--- src/rtl/image_mem_reader.sv ---
// Raster-scan reader from the image word memory to a valid/ready pixel stream with row/col tags.
// Define IMG_READER_MARKERS_EN to add the pix_sof / pix_eol frame markers.
module image_mem_reader #(
  parameter int unsigned ADDR_W    = 8,
  parameter int unsigned DATA_W    = 32,
  parameter int unsigned ROWS      = 16,
  parameter int unsigned COLS      = 16,
  parameter int unsigned BASE_ADDR = 0
) (
  input  logic              clk,
  input  logic              rst_n,
  input  logic              start,
  input  logic              abort,
  output logic              busy,
  output logic              done,
  output logic [ADDR_W-1:0] read_address,
  input  logic [0:DATA_W-1] read_data,
  output logic [DATA_W-1:0] pix_data,
  output logic              pix_valid,
  input  logic              pix_ready,
  output logic [7:0]        pix_row,
  output logic [7:0]        pix_col
`ifdef IMG_READER_MARKERS_EN
  ,
  output logic              pix_sof,
  output logic              pix_eol
`endif
);

  localparam int unsigned IDX_W = 8;
  localparam logic [IDX_W-1:0] LAST_ROW = IDX_W'(ROWS - 1);
  localparam logic [IDX_W-1:0] LAST_COL = IDX_W'(COLS - 1);
  localparam logic [ADDR_W-1:0] BASE   = ADDR_W'(BASE_ADDR);

  typedef enum logic [1:0] {
    ST_IDLE  = 2'd0,
    ST_RUN   = 2'd1,
    ST_DRAIN = 2'd2
  } state_e;

  state_e              state_q;
  logic [ADDR_W-1:0]   addr_q;
  logic [IDX_W-1:0]    row_q;
  logic [IDX_W-1:0]    col_q;
  logic                busy_q;
  logic                done_q;
  logic                valid_q;
  logic [DATA_W-1:0]   data_q;
  logic [IDX_W-1:0]    pix_row_q;
  logic [IDX_W-1:0]    pix_col_q;
  logic                sof_q;
  logic                eol_q;

  logic load_c;
  logic last_c;

  // Output register is free to take a new word when empty or being drained this cycle.
  assign load_c = !valid_q || pix_ready;
  assign last_c = (row_q == LAST_ROW) && (col_q == LAST_COL);

  always_ff @(posedge clk or negedge rst_n) begin
    if (!rst_n) begin
      state_q   <= ST_IDLE;
      addr_q    <= BASE;
      row_q     <= '0;
      col_q     <= '0;
      busy_q    <= 1'b0;
      done_q    <= 1'b0;
      valid_q   <= 1'b0;
      data_q    <= '0;
      pix_row_q <= '0;
      pix_col_q <= '0;
      sof_q     <= 1'b0;
      eol_q     <= 1'b0;
    end else if (abort) begin
      state_q <= ST_IDLE;
      busy_q  <= 1'b0;
      done_q  <= 1'b0;
      valid_q <= 1'b0;
    end else begin
      done_q <= 1'b0;
      case (state_q)
        ST_IDLE: begin
          if (start) begin
            state_q <= ST_RUN;
            addr_q  <= BASE;
            row_q   <= '0;
            col_q   <= '0;
            busy_q  <= 1'b1;
          end
        end
        ST_RUN: begin
          if (load_c) begin
            data_q    <= read_data;
            pix_row_q <= row_q;
            pix_col_q <= col_q;
            sof_q     <= (row_q == '0) && (col_q == '0);
            eol_q     <= (col_q == LAST_COL);
            valid_q   <= 1'b1;
            addr_q    <= addr_q + ADDR_W'(1);
            if (col_q == LAST_COL) begin
              col_q <= '0;
              row_q <= row_q + IDX_W'(1);
            end else begin
              col_q <= col_q + IDX_W'(1);
            end
            if (last_c) begin
              state_q <= ST_DRAIN;
            end
          end
        end
        ST_DRAIN: begin
          if (pix_ready) begin
            state_q <= ST_IDLE;
            valid_q <= 1'b0;
            busy_q  <= 1'b0;
            done_q  <= 1'b1;
          end
        end
        default: begin
          state_q <= ST_IDLE;
        end
      endcase
    end
  end

  assign busy         = busy_q;
  assign done         = done_q;
  assign read_address = addr_q;
  assign pix_data     = data_q;
  assign pix_valid    = valid_q;
  assign pix_row      = pix_row_q;
  assign pix_col      = pix_col_q;
`ifdef IMG_READER_MARKERS_EN
  assign pix_sof      = sof_q;
  assign pix_eol      = eol_q;
`else
  // Marker flops are optimised away when the marker ports are absent.
  logic unused_markers;
  assign unused_markers = sof_q ^ eol_q;
`endif

endmodule
--- config.mk ---
export PLATFORM = sky130hd
export DESIGN_NAME = image_mem_reader
export DESIGN_NICKNAME = d
export VERILOG_FILES = /design/src/rtl/image_mem_reader.sv
export SDC_FILE = /design/constraint.sdc
export NUM_CORES = 1
export LEC_CHECK = 0
export CAP_MARGIN = 20
export CORE_ASPECT_RATIO = 1.1
export CORE_UTILIZATION = 45
export CTS_BUF_LIST = sky130_fd_sc_hd__clkbuf_8
export CTS_CLUSTER_SIZE = 16
export DETAILED_ROUTE_END_ITERATION = 6
export PLACE_DENSITY = 0.76
export SYNTH_ARGS = -nofsm -noshare
export SYNTH_HDL_FRONTEND = slang
export SYNTH_SLANG_ARGS = --single-unit
--- constraint.sdc ---
create_clock -name clk -period 2.4 [get_ports clk]
set_input_delay 0.48 -clock clk [delete_from_list [all_inputs] [get_ports clk]]
set_output_delay 0.48 -clock clk [all_outputs]
set_load 0.05 [all_outputs]
==> out/metrics.yaml <==
layout:
  n_antenna_cell: 0
  area_delta_synth_final_pct: 38.35
  layout.nets: 407
  fillers: 575
  finalCoreUtilization_pct: 65.02
  layout-drive-gt1-share_pct: 22.04
setup_path:
  end_kind: "output pin"
  cpPeakStageDelay_ns: 0.86
  critPathTopFamily: "buffers and inverters"
  arrival_ns: 1.66
  critical_path_buf_inv_count: 1
  crit_fanout: 8
  cp_cell_sequence: "clkdlybuf4s50_1"
  startpoint_type: "flop"
  critPathKind: "flop to output pin"
  cp_data_required_time_ns: 1.92
  cp_slowest_cell: "clkdlybuf4s50_1"
status:
  status: "completed"
timing:
  finalSetupViolations: 0
  slew_headroom_pct: 65.00
  tightest_slew_ns: 0.5249
  tns_ns: 0
  clock_skew_ns: 0.009006
  finalMaxSlewViolations: 0
  finalHoldViolCount: 0
  hold_ws_ns: 0.05015
  fin_crit_ns: 2.137
  post-route-period-util_pct: 89.05
  rsz0062_at_grt: "false"
  max_freq_mhz: 467.9
yosys:
  ys_ff_latch: 77
  synth.net_count: 305
  synthTopCellsByCount: "dfrtp_1, mux2_2, o21ai_0"
  yosys-top-cells-area: "dfrtp_1, mux2_2, o21ai_0"
  syn_area_per_cell_sq_um: 12.50
  syn_area_sq_um: 3312
  ys.flop_type: "dfrtp_1"
  synth_top_area_share_pct: 58.18
  ys.warnings.count: 0
  synth.most_common_cell: "dfrtp_1"
  ys_seq_area_share_pct: 58.18
  ys_types: 43
  postSynthCellCount: 265
  yosys.area.top_type: "dfrtp_1"
  synthArstFlopShare_pct: 100.0
  synth_edf_count: 0
route:
  route.met3.wl_microns: 315
  route.detailed.drc: 0
  drt_wl_total_microns: 6556
  met1Wirelength_microns: 2841
  ant_nets: 0
  firstDrtPassIters: 4
  wire_per_inst_microns: 14.35
  dr_wl_met2_microns: 3348
  via_count: 2468
  first_iter_violations: 68
  vias_per_cell: 5.400
  maxUsedRoutingLayer: "met4"
die:
  die-area_sq_um: 7707
  die_y_microns: 91.98
  rows: 32
  io_pins: 96
  die_w_microns: 83.80
  initial_core_util_pct: 47.00
  core_area_sq_um: 7047
power:
  vdd_drop_max_mv: 0.4644
  combPwrFrac_pct: 35.3
  power.leakage_nw: 1.960
  p_int_mw: 2.425
  powerDensity_nw_per_um2: 831.5
  switching_share_pct: 36.35
  pwr-share-seq_pct: 42.3
  power_frac_clock_pct: 22.4
  p_switching_mw: 1.385
  power_mw: 3.810
clocking:
  root_buffer: "clkbuf_8"
  clk_latency_ns: 0.33
  htree_levels: 3
  cts_resized: 0
  post_cts_buffers: 0
  cts_hold_buf: 0
  cts.reportedPaths.clkPinSlew_ns: 0.08
  clockBufferDepth: 2
  cts_tree: "done"
  cts-buffers-inserted: 9
  clock-sinks: 77
hold_path:
  min_path_type: "input pin to async pin"
global_route:
  grt_pass1_wl_microns: 11120
  grt_max_degree: 50
  grt_pass1_vias: 2356
  antenna_found_initial: 0
  grt.overflow.total: 0
  track_usage_pct: 18.23
place:
  dp_hpwl_microns: 4677
  portBuffers: 95
  gp_congestion: 0.7941
flow_run:
  maxCapViolCount: 0
==> kinds of logic (layout without fill, tap and decap cells) <==
family | Yosys count | in the layout | share of synthesized area (%)
simple gates | 71 | 71 | 12.17
mux | 48 | 48 | 16.32
xor+xnor | 1 | 1 | 0.2645
flops | 77 | 77 | 58.18
fa+ha+maj | 3 | 3 | 1.133
compound gates | 49 | 49 | 9.369
buf+inv | 16 | 123 | 2.569
==> stage by stage <==
stage	area [sq um]	std cells	setup slack, ns
5_1_grt	4582	457	0.2145
3_3_place_gp	4404	441	0.2394
2_1_floorplan	3312	265	0.6542
4_1_cts	4582	457	0.2415
6_report	4582	457	0.2629
3_5_place_dp	4404	441	0.2067
==> per-layer routing <==
metal | vias to the layer above | GRT usage [%]
li1 | 1190 | -
met1 | 1205 | 22.69
met2 | 69 | 29.67
met3 | 4 | 4.320
met4 | 0 | 9.322
met5 | - | 0
==> power by group through the flow <==
stage               logic (mW)  registers (mW)  clock network, mW
floorplan                0.272            2.21                  0
global placement          1.34            1.63                  0
detailed placement        1.36            1.64                  0
CTS                       1.36            1.61              0.900
global route              1.41            1.64              0.945
finish                    1.35            1.61              0.854
==> sequential cells by signal, indices dropped and copies added (netlist names) <==
signal	count
pix_row	8
pix_valid	1
pix_data	32
col_q	8
state_q	2
read_address	8
row_q	8
busy	1
pix_col	8
done	1
==> worst paths after layout <==
kind                                 startpoint               to  slack (ns)  depth (start not counted)
worst max-delay path            read_address[4]  read_address[4]        0.26                          1
worst min-delay path                      rst_n       pix_col[7]        0.05                          1
worst max register to register         col_q[0]         row_q[2]        0.43                          5
worst min register to register     pix_data[10]     pix_data[10]        0.51                          1
max in group asynchronous                 rst_n       pix_row[6]        1.77                          2
min in group clk                   pix_data[10]     pix_data[10]        0.51                          1
==> area by class of cell <==
cell class / instances / area [sq um] / share of cell area (%)
repair buffers: 104 / 1054 / 22.99
clock buffers: 11 / 151.4 / 3.304
well taps: 85 / 106.4 / 2.321
flip-flops and latches: 77 / 1927 / 42.05
clock inverters: 5 / 26.28 / 0.5735
inverters: 3 / 11.26 / 0.2458
multi-input cells: 172 / 1306 / 28.51
==> cells in the final DEF, fill, tap and decap left out, types with 2 or more instances in the layout <==
cell type	count
a21oi_1	11
a22o_1	2
a31o_2	2
a31oi_1	4
and3_1	6
buf_12	3
buf_4	7
clkbuf_8	11
clkdlybuf4s50_1	94
clkinv_2	3
dfrtp_1	77
ha_1	3
inv_1	4
mux2_2	48
nand2_1	15
nand3_1	9
nand4_1	5
nor2_1	13
nor2b_1	2
nor4_1	3
o21ai_0	16
o31ai_1	7
or4_1	6
Power figures use the tool's default switching activity.
